`src/rtl/alu_control_unit.sv`:
```
// alu_control_unit: multi-cycle fetch/decode/execute sequencer for the 8-bit ALU datapath.
// Owns the program counter, instruction register and compare flag; outputs decode from state and IR.
module alu_control_unit #(
    parameter logic [7:0] PC_RESET = 8'h00
) (
    input  logic        clk,
    input  logic        rst_n,
    output logic        instr_req,
    input  logic        instr_valid,
    input  logic [15:0] instr_data,
    output logic [7:0]  pc,
    output logic [3:0]  alu_opcode,
    output logic        alu_src,
    output logic        alu_b_sel,
    input  logic        alu_compare,
    output logic [1:0]  rf_addr_a,
    output logic [1:0]  rf_addr_b,
    output logic        rf_we,
    output logic [1:0]  rf_waddr,
    output logic        rf_wsel,
    output logic        dmem_req,
    output logic        dmem_we,
    input  logic        dmem_ready,
    output logic        halted
);

    typedef enum logic [2:0] {
        ST_IDLE    = 3'd0,
        ST_FETCH   = 3'd1,
        ST_DECODE  = 3'd2,
        ST_EXECUTE = 3'd3,
        ST_MEM     = 3'd4,
        ST_WB      = 3'd5,
        ST_HALT    = 3'd6
    } state_e;

    localparam logic [3:0] OP_XOR   = 4'h4;
    localparam logic [3:0] OP_CMP   = 4'h5;
    localparam logic [3:0] OP_LOAD  = 4'h6;
    localparam logic [3:0] OP_STORE = 4'h7;
    localparam logic [3:0] OP_BEQ   = 4'h8;
    localparam logic [3:0] OP_JMP   = 4'h9;
    localparam logic [3:0] OP_HALT  = 4'hF;

    state_e      state_q, state_d;
    logic [7:0]  pc_q, pc_d;
    logic [15:0] ir_q, ir_d;
    logic        flag_q, flag_d;

    logic [3:0]  ir_op_s;
    logic [1:0]  ir_rd_s;
    logic [1:0]  ir_rs_s;
    logic [7:0]  ir_imm_s;
    logic [1:0]  addr_a_s;
    logic [1:0]  addr_b_s;

    // Register-writing arithmetic/logic ops (ADD..XOR)
    function automatic logic op_is_alu(input logic [3:0] op);
        return (op <= OP_XOR);
    endfunction

    function automatic logic op_is_mem(input logic [3:0] op);
        return (op == OP_LOAD) || (op == OP_STORE);
    endfunction

    // Ops that need the ALU evaluating in EXECUTE (ALU ops, CMP, address generation)
    function automatic logic op_uses_alu(input logic [3:0] op);
        return (op <= OP_STORE);
    endfunction

    assign ir_op_s  = ir_q[15:12];
    assign ir_rd_s  = ir_q[11:10];
    assign ir_rs_s  = ir_q[9:8];
    assign ir_imm_s = ir_q[7:0];
    assign pc       = pc_q;

    // Memory ops read the base from rs on port A; STORE reads its data from rd on port B
    assign addr_a_s = op_is_mem(ir_op_s) ? ir_rs_s : ir_rd_s;
    assign addr_b_s = (ir_op_s == OP_STORE) ? ir_rd_s : ir_rs_s;

    // State, program counter, instruction register and compare flag
    always_ff @(posedge clk or negedge rst_n) begin
        if (!rst_n) begin
            state_q <= ST_IDLE;
            pc_q    <= PC_RESET;
            ir_q    <= 16'h0000;
            flag_q  <= 1'b0;
        end else begin
            state_q <= state_d;
            pc_q    <= pc_d;
            ir_q    <= ir_d;
            flag_q  <= flag_d;
        end
    end

    // Next-state and architectural register updates
    always_comb begin
        state_d = state_q;
        pc_d    = pc_q;
        ir_d    = ir_q;
        flag_d  = flag_q;
        case (state_q)
            ST_IDLE: begin
                state_d = ST_FETCH;
            end
            ST_FETCH: begin
                if (instr_valid) begin
                    ir_d    = instr_data;
                    pc_d    = pc_q + 8'd1;
                    state_d = ST_DECODE;
                end else begin
                    state_d = ST_FETCH;
                end
            end
            ST_DECODE: begin
                state_d = (ir_op_s == OP_HALT) ? ST_HALT : ST_EXECUTE;
            end
            ST_EXECUTE: begin
                case (ir_op_s)
                    OP_CMP: begin
                        flag_d  = alu_compare;
                        state_d = ST_FETCH;
                    end
                    OP_LOAD, OP_STORE: begin
                        state_d = ST_MEM;
                    end
                    OP_BEQ: begin
                        // pc_q already points past the branch, so the offset is relative to the next instruction
                        pc_d    = flag_q ? (pc_q + ir_imm_s) : pc_q;
                        state_d = ST_FETCH;
                    end
                    OP_JMP: begin
                        pc_d    = ir_imm_s;
                        state_d = ST_FETCH;
                    end
                    default: begin
                        state_d = op_is_alu(ir_op_s) ? ST_WB : ST_FETCH;
                    end
                endcase
            end
            ST_MEM: begin
                if (dmem_ready) begin
                    state_d = (ir_op_s == OP_LOAD) ? ST_WB : ST_FETCH;
                end else begin
                    state_d = ST_MEM;
                end
            end
            ST_WB: begin
                state_d = ST_FETCH;
            end
            ST_HALT: begin
                state_d = ST_HALT;
            end
            default: begin
                state_d = ST_IDLE;
            end
        endcase
    end

    // Datapath control decoded from state and IR; everything idles at 0 outside its phase
    always_comb begin
        instr_req  = 1'b0;
        alu_opcode = 4'h0;
        alu_src    = 1'b0;
        alu_b_sel  = 1'b0;
        rf_addr_a  = 2'b00;
        rf_addr_b  = 2'b00;
        rf_we      = 1'b0;
        rf_waddr   = 2'b00;
        rf_wsel    = 1'b0;
        dmem_req   = 1'b0;
        dmem_we    = 1'b0;
        halted     = 1'b0;
        case (state_q)
            ST_IDLE: begin
                instr_req = 1'b0;
            end
            ST_FETCH: begin
                instr_req = 1'b1;
            end
            ST_DECODE: begin
                rf_addr_a = addr_a_s;
                rf_addr_b = addr_b_s;
            end
            ST_EXECUTE: begin
                rf_addr_a  = addr_a_s;
                rf_addr_b  = addr_b_s;
                alu_opcode = ir_op_s;
                alu_src    = op_uses_alu(ir_op_s);
                alu_b_sel  = op_is_mem(ir_op_s);
            end
            ST_MEM: begin
                rf_addr_a  = addr_a_s;
                rf_addr_b  = addr_b_s;
                alu_opcode = ir_op_s;
                alu_src    = 1'b1;
                alu_b_sel  = 1'b1;
                dmem_req   = 1'b1;
                dmem_we    = (ir_op_s == OP_STORE);
            end
            ST_WB: begin
                rf_addr_a  = addr_a_s;
                rf_addr_b  = addr_b_s;
                rf_we      = 1'b1;
                rf_waddr   = ir_rd_s;
                rf_wsel    = (ir_op_s == OP_LOAD);
                alu_src    = op_is_alu(ir_op_s);
                alu_opcode = op_is_alu(ir_op_s) ? ir_op_s : 4'h0;
            end
            ST_HALT: begin
                halted = 1'b1;
            end
            default: begin
                halted = 1'b0;
            end
        endcase
    end

endmodule

```
`config.mk`:
```
export PLATFORM = sky130hd
export DESIGN_NAME = alu_control_unit
export DESIGN_NICKNAME = d
export VERILOG_FILES = /design/src/rtl/alu_control_unit.sv
export SDC_FILE = /design/constraint.sdc
export NUM_CORES = 1
export LEC_CHECK = 0
export CAP_MARGIN = 10
export CORE_MARGIN = 2
export CORE_UTILIZATION = 26
export CTS_CLUSTER_SIZE = 40
export DETAILED_ROUTE_END_ITERATION = 16
export GPL_ROUTABILITY_DRIVEN = 0
export PLACE_DENSITY_LB_ADDON = 0.3
export SYNTH_ARGS = -nofsm -noshare
export SYNTH_HDL_FRONTEND = slang
export SYNTH_SLANG_ARGS = --single-unit
```
`constraint.sdc`:
```
create_clock -name clk -period 2.1 [get_ports clk]
set_input_delay 0.525 -clock clk [delete_from_list [all_inputs] [get_ports clk]]
set_output_delay 0.525 -clock clk [all_outputs]
set_load 0.02 [all_outputs]
```
==> impl_metrics.prom <==
# TYPE chip_impl_metric gauge
chip_impl_metric{name="ys_types",unit=""} 42
chip_impl_info{name="combinational_family_with_the_most_area_after_synthesis",value="compound AO/OA/AOI/OAI gates"} 1
chip_impl_metric{name="count_of_final_setup_violators",unit=""} 0
chip_impl_info{name="timing.rr.start",value="pc[5]$_DFFE_PN0P_"} 1
chip_impl_metric{name="totalWireLength",unit="um"} 4990
chip_impl_metric{name="fmax",unit="GHz"} 0.496
chip_impl_metric{name="vias_per_cell",unit=""} 4.65
chip_impl_metric{name="path_max_fanout",unit=""} 3
chip_impl_metric{name="antenna-diode-count",unit=""} 0
chip_impl_info{name="root_buffer",value="sky130_fd_sc_hd__clkbuf_8"} 1
chip_impl_metric{name="synthesized_flop_and_latch_total",unit=""} 28
chip_impl_info{name="worst_setup_path_start_kind",value="register"} 1
chip_impl_metric{name="crit_buf_inv",unit=""} 3
chip_impl_metric{name="register_area_share_after_synthesis",unit="%"} 37.5
chip_impl_metric{name="placed_wire_length_estimate",unit="um"} 3920
chip_impl_metric{name="final_layout_size_suffix_gt1_share",unit="%"} 24.3
chip_impl_metric{name="io_pins",unit=""} 47
chip_impl_metric{name="count_of_nets_after_finishing",unit=""} 320
chip_impl_metric{name="r2r_worst_path_depth",unit=""} 7
chip_impl_metric{name="worst_ep_required_time",unit="ns"} 1.57
chip_impl_metric{name="period_share",unit="%"} 95.9
chip_impl_info{name="criticalPathCategory",value="register to output port"} 1
chip_impl_metric{name="synthCells",unit=""} 207
chip_impl_metric{name="final_hold_viol_count",unit=""} 0
chip_impl_metric{name="yosys.area_share.xor_xnor",unit="%"} 1.40
chip_impl_metric{name="worst_skew_pair.late_latency",unit="ns"} 0.27
chip_impl_metric{name="post_dp_cell_area",unit="sq mm"} 0.00267
chip_impl_metric{name="avgRoutedWirePerCell",unit="um"} 13.0
chip_impl_metric{name="largest_net_degree_at_the_start_of_global_routing",unit=""} 29
chip_impl_metric{name="grt_pass1_vias",unit=""} 1797
chip_impl_metric{name="coreArea",unit="sq mm"} 0.00687
chip_impl_metric{name="setup_ws",unit="ns"} 0.0853
chip_impl_metric{name="final_design_area_no_fill",unit="sq mm"} 0.00273
chip_impl_metric{name="globalRouteOverflowTotal",unit=""} 0
chip_impl_metric{name="finalPower",unit="uW"} 4510
chip_impl_metric{name="remaining_drc_errors",unit=""} 0
chip_impl_info{name="rsz0062_at_grt",value="true"} 1
chip_impl_metric{name="synth_compound_area_share",unit="%"} 20.0
chip_impl_metric{name="via_count",unit=""} 1785
chip_impl_metric{name="synth.net_count",unit=""} 238
chip_impl_metric{name="die-area",unit="sq mm"} 0.00789
chip_impl_metric{name="critPathArrivalTime",unit="ns"} 1.49
chip_impl_info{name="critical_path.endpoint",value="halted"} 1
chip_impl_metric{name="synthSimpleGateAreaFrac",unit="%"} 19.7
chip_impl_metric{name="grt.total_usage",unit="%"} 13.3
chip_impl_metric{name="worstMarginPinSlew",unit="ns"} 0.411
chip_impl_info{name="crit_path_cells",value="inv_1 -> buf_4 -> nor3b_1 -> dlygate4sd2_1"} 1
chip_impl_metric{name="slew-limit-headroom",unit="%"} 72.4
chip_impl_metric{name="period_minus_slack",unit="ns"} 2.01
chip_impl_metric{name="number_of_antenna_violations_at_the_first_check_in_global_routing",unit=""} 0
chip_impl_info{name="status",value="complete, no violations"} 1
chip_impl_metric{name="power.density_cell_area",unit="mW/mm^2"} 1650
chip_impl_metric{name="worst_case_setup_slack_after_placement",unit="ns"} -0.0883
chip_impl_metric{name="final_max_slew_viol_count",unit=""} 0
chip_impl_metric{name="syn_avg_cell_area",unit="sq um"} 9.04
chip_impl_metric{name="dieWidth",unit="um"} 88.8
chip_impl_metric{name="post_synth_fa_ha_maj_area_fraction",unit="%"} 7.09
chip_impl_metric{name="timing.critical_path.depth",unit=""} 4
chip_impl_metric{name="synth.mux.area_fraction",unit="%"} 10.1
chip_impl_metric{name="cts_made_buffers",unit=""} 3
chip_impl_metric{name="area.growth.synth_to_final",unit="%"} 46.0
chip_impl_metric{name="start_util",unit="%"} 27.2
chip_impl_metric{name="cts_num_sinks",unit=""} 28
chip_impl_metric{name="drt.antenna.violating_nets",unit=""} 0
chip_impl_metric{name="htree_levels",unit=""} 1
chip_impl_metric{name="drt_pass1_iterations",unit=""} 4
chip_impl_info{name="critical-path-slowest-cell",value="sky130_fd_sc_hd__dfrtp_1"} 1
chip_impl_metric{name="async_reset_ff_share",unit="%"} 100
chip_impl_info{name="critical_path.top_delay_family",value="buffers and inverters"} 1
chip_impl_info{name="crit-reg2reg-capture",value="pc[7]$_DFFE_PN0P_"} 1
chip_impl_info{name="tritoncts",value="done"} 1
chip_impl_info{name="min_path_type",value="register to register"} 1
chip_impl_metric{name="holdWs",unit="ns"} 0.515
chip_impl_metric{name="maxCapViolations",unit=""} 0
chip_impl_info{name="timing.hold.worst.start",value="ir_q[7]$_DFFE_PN0P_"} 1
chip_impl_metric{name="yosysWarningCount",unit=""} 0
chip_impl_metric{name="buffer_ports.inserted",unit=""} 46
chip_impl_info{name="ys.flop_type",value="sky130_fd_sc_hd__dfrtp_1"} 1
chip_impl_metric{name="reg2reg_slack",unit="ns"} 0.11
chip_impl_metric{name="synth.cell_area",unit="sq mm"} 0.00187
chip_impl_metric{name="grt_pass1_wl",unit="um"} 8390
chip_impl_info{name="startpoint",value="state_q[1]$_DFF_PN0_"} 1
chip_impl_metric{name="power_leakage",unit="uW"} 0.00123
chip_impl_metric{name="clk_transition_reported_paths",unit="ns"} 0.10
chip_impl_metric{name="chipHeight",unit="um"} 88.8
chip_impl_metric{name="drtIter0Drc",unit=""} 67
chip_impl_metric{name="ctsLongestPathBuffers",unit=""} 2
chip_impl_info{name="timing.critical_path.to_type",value="output port"} 1
chip_impl_metric{name="worst_ir_drop_vdd",unit="mV"} 0.520
chip_impl_metric{name="cpPeakStageDelay",unit="ns"} 0.42
chip_impl_metric{name="number_of_enable_type_register_cells_in_the_synthesized_netlist",unit=""} 0
chip_impl_metric{name="fin_skew",unit="ns"} 0.00254
chip_impl_metric{name="floorplan.rows",unit=""} 30
worst register-to-register path, delay by kind of cell (launching register included):
family	cells	cell delay [ns]
compound gates	2	0.55
xor+xnor	1	0.17
fa+ha+maj	1	0.37
flops	1	0.46
simple gates	3	0.32
stage by stage:
stage,instances,setup TNS [ns],utilization (%)
after floorplan,207,0,-
after global placement,375,-1.10,38.9
after detailed placement,375,-1.12,38.9
after CTS,381,0,39.5
after global routing,384,-0.0581,39.7
final,384,0,39.7
placed cells by master (no fill, tap or decap), types with 4 or more instances in the layout:
cell                               n
sky130_fd_sc_hd__a21oi_1           9
sky130_fd_sc_hd__inv_1            10
sky130_fd_sc_hd__clkdlybuf4s50_1  28
sky130_fd_sc_hd__nor2b_1           5
sky130_fd_sc_hd__o21a_1            4
sky130_fd_sc_hd__nand2_1          16
sky130_fd_sc_hd__buf_2             7
sky130_fd_sc_hd__ha_1              8
sky130_fd_sc_hd__o21ai_0           8
sky130_fd_sc_hd__buf_4            44
sky130_fd_sc_hd__dlygate4sd2_1     4
sky130_fd_sc_hd__nor2_1           15
sky130_fd_sc_hd__nand3_1           9
sky130_fd_sc_hd__mux2_1           15
sky130_fd_sc_hd__dfrtp_1          27
sky130_fd_sc_hd__o21ai_1          11
sky130_fd_sc_hd__clkbuf_8          4
sky130_fd_sc_hd__and3_1            6
sequential cells by signal (all words and copies together), names as in the netlist:
signal   count
pc           8
ir_q        16
state_q      3
flag_q       1
kinds of logic after synthesis:
kind of cell | count (synthesis)
AOI/OAI and AO/OA | 58
DFF | 28
and+or+nand+nor | 72
muxes | 17
buffers and inverters | 19
adders and majority gates | 10
xor gates and xnor gates | 3
synth_stat cells (4+ instances only):
cell | n | area (sq um)
sky130_fd_sc_hd__inv_1 | 10 | 37.5
sky130_fd_sc_hd__a21oi_1 | 10 | 50.1
sky130_fd_sc_hd__nand2_1 | 16 | 60.1
sky130_fd_sc_hd__o21a_1 | 4 | 30.0
sky130_fd_sc_hd__dfrtp_1 | 28 | 701
sky130_fd_sc_hd__nor2b_1 | 7 | 43.8
sky130_fd_sc_hd__nor2_1 | 16 | 60.1
sky130_fd_sc_hd__and3_1 | 6 | 37.5
sky130_fd_sc_hd__nand3_1 | 9 | 45.0
sky130_fd_sc_hd__o21ai_1 | 9 | 45.0
sky130_fd_sc_hd__buf_2 | 6 | 30.0
sky130_fd_sc_hd__o21ai_0 | 11 | 55.1
sky130_fd_sc_hd__ha_1 | 9 | 113
sky130_fd_sc_hd__mux2_1 | 15 | 169
layout make-up:
class	instances	area, sq um
clock buffers	4	55.1
fillers	701	4140
inverters	10	37.5
multi-input cells	160	1110
flip-flops and latches	28	702
well taps	96	120
repair buffers	86	701
per-layer routing:
layer | vias to the layer above | GRT usage (%) | share of wire (%)
met5 | - | 0 | 0
met4 | 0 | 3.03 | 0.58
met3 | 2 | 1.77 | 3.7
met2 | 33 | 21.8 | 46
met1 | 836 | 18.7 | 50
li1 | 914 | - | -
power breakdown:
| group | internal [uW] | switching, uW |
|---|---|---|
| Combinational | 1480 | 1620 |
| Clock | 168 | 165 |
| Sequential | 813 | 256 |
what timing repair did:
action | 4_1_cts | 5_1_grt
endpoints found under the setup margin | 18 | 18
gates resized for setup | 47 | 24
hold buffers | 0 | 0
setup buffers | 2 | 3
worst min-delay path by stage:
stage / cells after the start / to / slack [ns]
6_report: 1 / ir_q[7]$_DFFE_PN0P_ / 0.51
5_1_grt: 1 / ir_q[9]$_DFFE_PN0P_ / 0.55
4_1_cts: 1 / ir_q[7]$_DFFE_PN0P_ / 0.52
3_5_place_dp: 1 / ir_q[7]$_DFFE_PN0P_ / 0.50
3_3_place_gp: 1 / flag_q$_DFFE_PN0P_ / 0.47
2_1_floorplan: 0 / flag_q$_DFFE_PN0P_ / 0.23
No activity file was read; power rests on OpenSTA's default activity.
